## src/rtl/fetch_unit.sv

```systemverilog
`default_nettype none
// ============================================================================
// fetch_unit: fetch PC owner, single-outstanding req/ack fetch FSM, prefetch FIFO
// Revision: 1.0
// ============================================================================
module fetch_unit #(
  parameter int unsigned     XLEN     = 32,
  parameter int unsigned     DEPTH    = 4,
  parameter logic [XLEN-1:0] RESET_PC = '0
) (
  input  logic                   clk,
  input  logic                   reset,
  output logic                   imem_req,
  output logic [XLEN-1:0]        imem_addr,
  input  logic                   imem_ack,
  input  logic [31:0]            imem_rdata,
  input  logic                   Stall,
  input  logic                   redirect,
  input  logic [XLEN-1:0]        redirect_pc,
  output logic                   instr_valid,
  output logic [31:0]            Instr,
  output logic [XLEN-1:0]        instr_pc,
  output logic [XLEN-1:0]        instr_pc8,
  output logic [$clog2(DEPTH):0] count
);

  localparam int unsigned AW = $clog2(DEPTH);
  localparam int unsigned CW = AW + 1;
  localparam logic [CW-1:0] FULL = CW'(DEPTH);

  // Bit 0 of the state is the request strobe, so imem_req comes straight off a flop.
  localparam logic [1:0] S_IDLE = 2'b00;
  localparam logic [1:0] S_REQ  = 2'b01;
  localparam logic [1:0] S_KILL = 2'b11;

  logic [1:0]      state_q, state_d;
  logic [XLEN-1:0] fetch_pc_q, fetch_pc_d;
  logic [XLEN-1:0] pending_pc_q, pending_pc_d;
  logic [AW-1:0]   wr_ptr_q, rd_ptr_q;
  logic [CW-1:0]   count_q, count_d;
  logic [31:0]     word_mem [DEPTH];
  logic [XLEN-1:0] pc_mem   [DEPTH];
  logic            push, pop, has_room;

  assign push     = (state_q == S_REQ) & imem_ack & ~redirect;
  assign pop      = (count_q != '0) & ~Stall & ~redirect;
  assign count_d  = redirect ? '0 : (count_q + CW'(push) - CW'(pop));
  assign has_room = (count_d < FULL);

  always_ff @(posedge clk or negedge reset) begin
    if (!reset) begin
      state_q      <= S_IDLE;
      fetch_pc_q   <= RESET_PC;
      pending_pc_q <= RESET_PC;
    end else begin
      state_q      <= state_d;
      fetch_pc_q   <= fetch_pc_d;
      pending_pc_q <= pending_pc_d;
    end
  end

  always_comb begin
    state_d      = state_q;
    fetch_pc_d   = fetch_pc_q;
    pending_pc_d = pending_pc_q;
    case (state_q)
      S_IDLE: begin
        if (redirect) begin
          fetch_pc_d = redirect_pc;
          state_d    = S_REQ;
        end else if (has_room) begin
          state_d = S_REQ;
        end
      end
      S_REQ: begin
        if (imem_ack) begin
          if (redirect) begin
            fetch_pc_d = redirect_pc;
            state_d    = S_REQ;
          end else begin
            fetch_pc_d = fetch_pc_q + XLEN'(4);
            state_d    = has_room ? S_REQ : S_IDLE;
          end
        end else if (redirect) begin
          pending_pc_d = redirect_pc;
          state_d      = S_KILL;
        end
      end
      S_KILL: begin
        // The stale word is still owed; hold the old address until it arrives.
        if (imem_ack) begin
          fetch_pc_d = redirect ? redirect_pc : pending_pc_q;
          state_d    = S_REQ;
        end else if (redirect) begin
          pending_pc_d = redirect_pc;
        end
      end
      default: state_d = S_IDLE;
    endcase
  end

  always_comb begin
    imem_req    = state_q[0];
    imem_addr   = fetch_pc_q;
    instr_valid = (count_q != '0);
    Instr       = instr_valid ? word_mem[rd_ptr_q] : '0;
    instr_pc    = instr_valid ? pc_mem[rd_ptr_q] : '0;
    instr_pc8   = instr_pc + XLEN'(8);
    count       = count_q;
  end

  always_ff @(posedge clk or negedge reset) begin
    if (!reset) begin
      wr_ptr_q <= '0;
      rd_ptr_q <= '0;
      count_q  <= '0;
    end else begin
      if (redirect) begin
        wr_ptr_q <= '0;
        rd_ptr_q <= '0;
      end else begin
        if (push) wr_ptr_q <= wr_ptr_q + AW'(1);
        if (pop)  rd_ptr_q <= rd_ptr_q + AW'(1);
      end
      count_q <= count_d;
    end
  end

  always_ff @(posedge clk) begin
    if (push) begin
      word_mem[wr_ptr_q] <= imem_rdata;
      pc_mem[wr_ptr_q]   <= fetch_pc_q;
    end
  end

endmodule
`default_nettype wire

```

## config.mk

```make
export PLATFORM = sky130hd
export DESIGN_NAME = fetch_unit
export DESIGN_NICKNAME = d
export VERILOG_FILES = /design/src/rtl/fetch_unit.sv
export SDC_FILE = /design/constraint.sdc
export NUM_CORES = 1
export LEC_CHECK = 0
export CORE_ASPECT_RATIO = 0.9
export CORE_MARGIN = 2
export CORE_UTILIZATION = 50
export CTS_BUF_LIST = sky130_fd_sc_hd__clkbuf_4
export DETAILED_ROUTE_END_ITERATION = 6
export HOLD_SLACK_MARGIN = 0.12
export PLACE_DENSITY = 0.74
export SYNTH_ARGS = -nofsm -noshare
export SYNTH_HDL_FRONTEND = slang
export SYNTH_SLANG_ARGS = --single-unit
```

## constraint.sdc

```tcl
create_clock -name clk -period 9.75 [get_ports clk]
set_clock_uncertainty 0.05 [all_clocks]
set_input_delay 0.975 -clock clk [delete_from_list [all_inputs] [get_ports clk]]
set_output_delay 0.975 -clock clk [all_outputs]
set_load 0.02 [all_outputs]
```

==> qor.csv <==
metric,value,unit
status,"finished, final reports clean",
critPathArrivalTime,5.13,ns
final_hold_viol_count,0,
fin_crit_sh,0.6317,
hpwl,21710,µm
path_cells,"buf_4, mux4_2, nand2_1, inv_1, ha_1, nand3_4, or4_1, and4b_2, mux2_2, clkdlybuf4s50_1",
ys_seq_area_frac,0.6526,
setup_viol,0,
core_area,28790,µm²
synth_adder_area_share,0.01167,
hold_class,in2async,
reg2reg_setup_slack,6.66,ns
cts_tree,yes,
power,5450,µW
worst-r2r-cell-count,13,
initial_utilization,0.5064,
grt_pass1_vias,9586,
cts_max_path_buffers,3,
synth_warnings,0,
syn_area_per_cell,15.35,µm²
path_max_fanout,40,
crit_type,reg2out,
syn-num-nets,1032,
drc,0,
die_h,166.0,µm
cts-root-buf,clkbuf_4,
wl,34280,µm
rsz0062_at_grt,false,
slowest_stage,dfrtp_4,
clkLatencyLatePin,0.70,ns
p_leak,0.006332,µW
maxSlewViolCount,0,
r2r-end,state_q[0],
drtPass1Iterations,6,
cts-buffers-inserted,83,
synth_cells,950,
synth_area_leader_cell,edfxtp_1,
slowest_delay,0.87,ns
synth-edff-count,256,
setup_tns,0,ns
synth_common_cells,"256 x edfxtp_1, 73 x dfrtp_1, 60 x mux4_2",
slew_headroom,0.2839,
r2r-start,state_q[1],
multi_input_area,4695,µm²
die_x,184.0,µm
first_iter_violations,990,
fin_nets,1278,
grt_pass1_wl,53610,µm
drv_cap,0,
fin_crit,6.159,ns
utilization,0.6265,
dieArea,30540,µm²
startpoint_type,flop,
synth_top_family_by_area,multiplexers,
yosys.area_share.simple,0.09638,
tightest_slew,1.066,ns
fmax,162.4,MHz
via_per_inst,5.831,
seqCellArea,9519,µm²
antenna_found_initial,2,
synthFlopType,edfxtp_1,
grt_max_degree,74,
endpoint_kind,primary output,
synth-xor-area-share,0.01837,
synth-compound-area-share,0.05793,
htreeDepth,3,
vias,9505,
antenna_left,0,
grt.total_usage,0.2278,
grt_overflow_total,0,
cts.repair.resized,0,
netlist.area_leader.share,0.5273,
clk_pin_slew,0.07,ns
post_cts.repair.setup_buffers,0,
powerDensity,302.2,nW/µm²
syn-cell-area,14580,µm²
gp_congestion,0.8401,
fillCellCount,2161,
ys_types,59,
synthTopCellsByArea,"edfxtp_1 53%, dfrtp_1 13%, mux4_2 9.3%",
wl_per_cell,21.03,µm
fp-row-count,59,
synthArstFlopShare,0.2219,
synth.most_common_cell,edfxtp_1,
critPathRequiredTime,8.73,ns
muxShareOfSynthArea,0.1358,
ys_seq_elements,329,
ir_worst_vdd,152.4,µV
clock_sinks,329,
portBuffers,201,
drive_above_1_share,0.2122,
syn2layout_area_growth,23.72,%
boundaryPins,202,
postCtsHoldBufs,0,
[cells by family after synthesis]
family	Yosys count
multiplexers	105
adder cells (fa/ha/maj)	13
flip-flops	329
AND/OR/NAND/NOR	263
buffers and inverters	88
XOR/XNOR	29
AO/OA/AOI/OAI	123
[registers in the layout (all words and copies together), names as in the netlist]
signal / count
rd_ptr_q: 2
pc_mem: 128
pending_pc_q: 32
wr_ptr_q: 2
imem_addr: 32
word_mem: 128
state_q: 2
count: 3
[worst max-delay path: cells and delay by family, from the launching register on]
family | cells | cell delay (ns)
buffers and inverters | 3 | 1.34
adders and majority gates | 1 | 0.25
muxes | 2 | 0.73
DFF | 1 | 0.87
and+or+nand+nor | 4 | 1.24
[layout make-up]
class,instances,area share
inverter,30,0.006243
timing repair buffer,219,0.1188
multi-input combinational,533,0.2603
antenna,1,0.0001387
sequential,329,0.5277
clock buffer,125,0.05203
clock inverter,27,0.009434
tap,366,0.02539
[routing by layer]
layer / vias up / share of wire / GRT usage
li1: 4273 / - / -
met3: 47 / 0.092 / 0.05768
met5: - / 0.00026 / 0
met4: 2 / 0.017 / 0.06504
met2: 482 / 0.46 / 0.3413
met1: 4701 / 0.44 / 0.3336
[through the flow]
stage               setup slack (ns)  hold slack, ns  area [µm²]  instances
floorplan                      4.932          0.4283       14580        950
global placement               4.289          0.4368       16930       1477
detailed placement             4.185          0.4424       16930       1477
CTS                            3.439          0.4177       18030       1629
global route                   3.179          0.4673       18040       1630
finish                         3.591          0.4125       18040       1630
[layout by cell type (no fill, tap or decap), types with 4 or more instances in the layout]
master / synthesis / final
nand2_1: 54 / 54
a22oi_1: 9 / 9
a221oi_1: 4 / 4
nand3_1: 22 / 22
buf_4: 7 / 18
nand3b_1: 5 / 5
nand4_1: 22 / 22
and3_1: 15 / 11
nor4_1: 13 / 12
xnor2_1: 19 / 19
ha_1: 12 / 12
edfxtp_1: 256 / 256
dfrtp_1: 73 / 71
mux4_1: 8 / 8
xor2_1: 9 / 9
o2bb2ai_1: 7 / 7
a222oi_1: 13 / 13
a21oi_1: 18 / 18
a31oi_1: 8 / 8
mux4_2: 60 / 60
clkinv_1: 0 / 18
and2_1: 57 / 57
o21ai_0: 37 / 37
clkbuf_4: 0 / 125
a22o_1: 5 / 5
and3_2: 0 / 4
and4_1: 5 / 5
inv_1: 30 / 29
nor3_1: 18 / 17
clkdlybuf4s50_1: 0 / 200
o22ai_1: 4 / 4
nor2_1: 39 / 39
mux2_2: 34 / 34
[worst max path at each step]
stage	start	end	slack (ns)	cells past startpoint
5_1_grt	rd_ptr_q[0]	instr_pc8[31]	3.18	10
2_1_floorplan	count[1]	instr_pc8[29]	4.93	13
4_1_cts	rd_ptr_q[0]	instr_pc8[21]	3.44	10
6_report	rd_ptr_q[0]	instr_pc8[21]	3.59	10
3_5_place_dp	rd_ptr_q[0]	instr_pc8[21]	4.19	10
3_3_place_gp	rd_ptr_q[0]	instr_pc8[21]	4.29	10
[power by group]
part | internal (µW) | leakage [µW] | switching, µW | total (µW)
clock | 642 | 0.000652 | 544 | 1190
sequential | 1810 | 0.00320 | 304 | 2120
combinational | 1010 | 0.00248 | 1140 | 2150
Note: power is estimated with default switching activity, not from simulation.
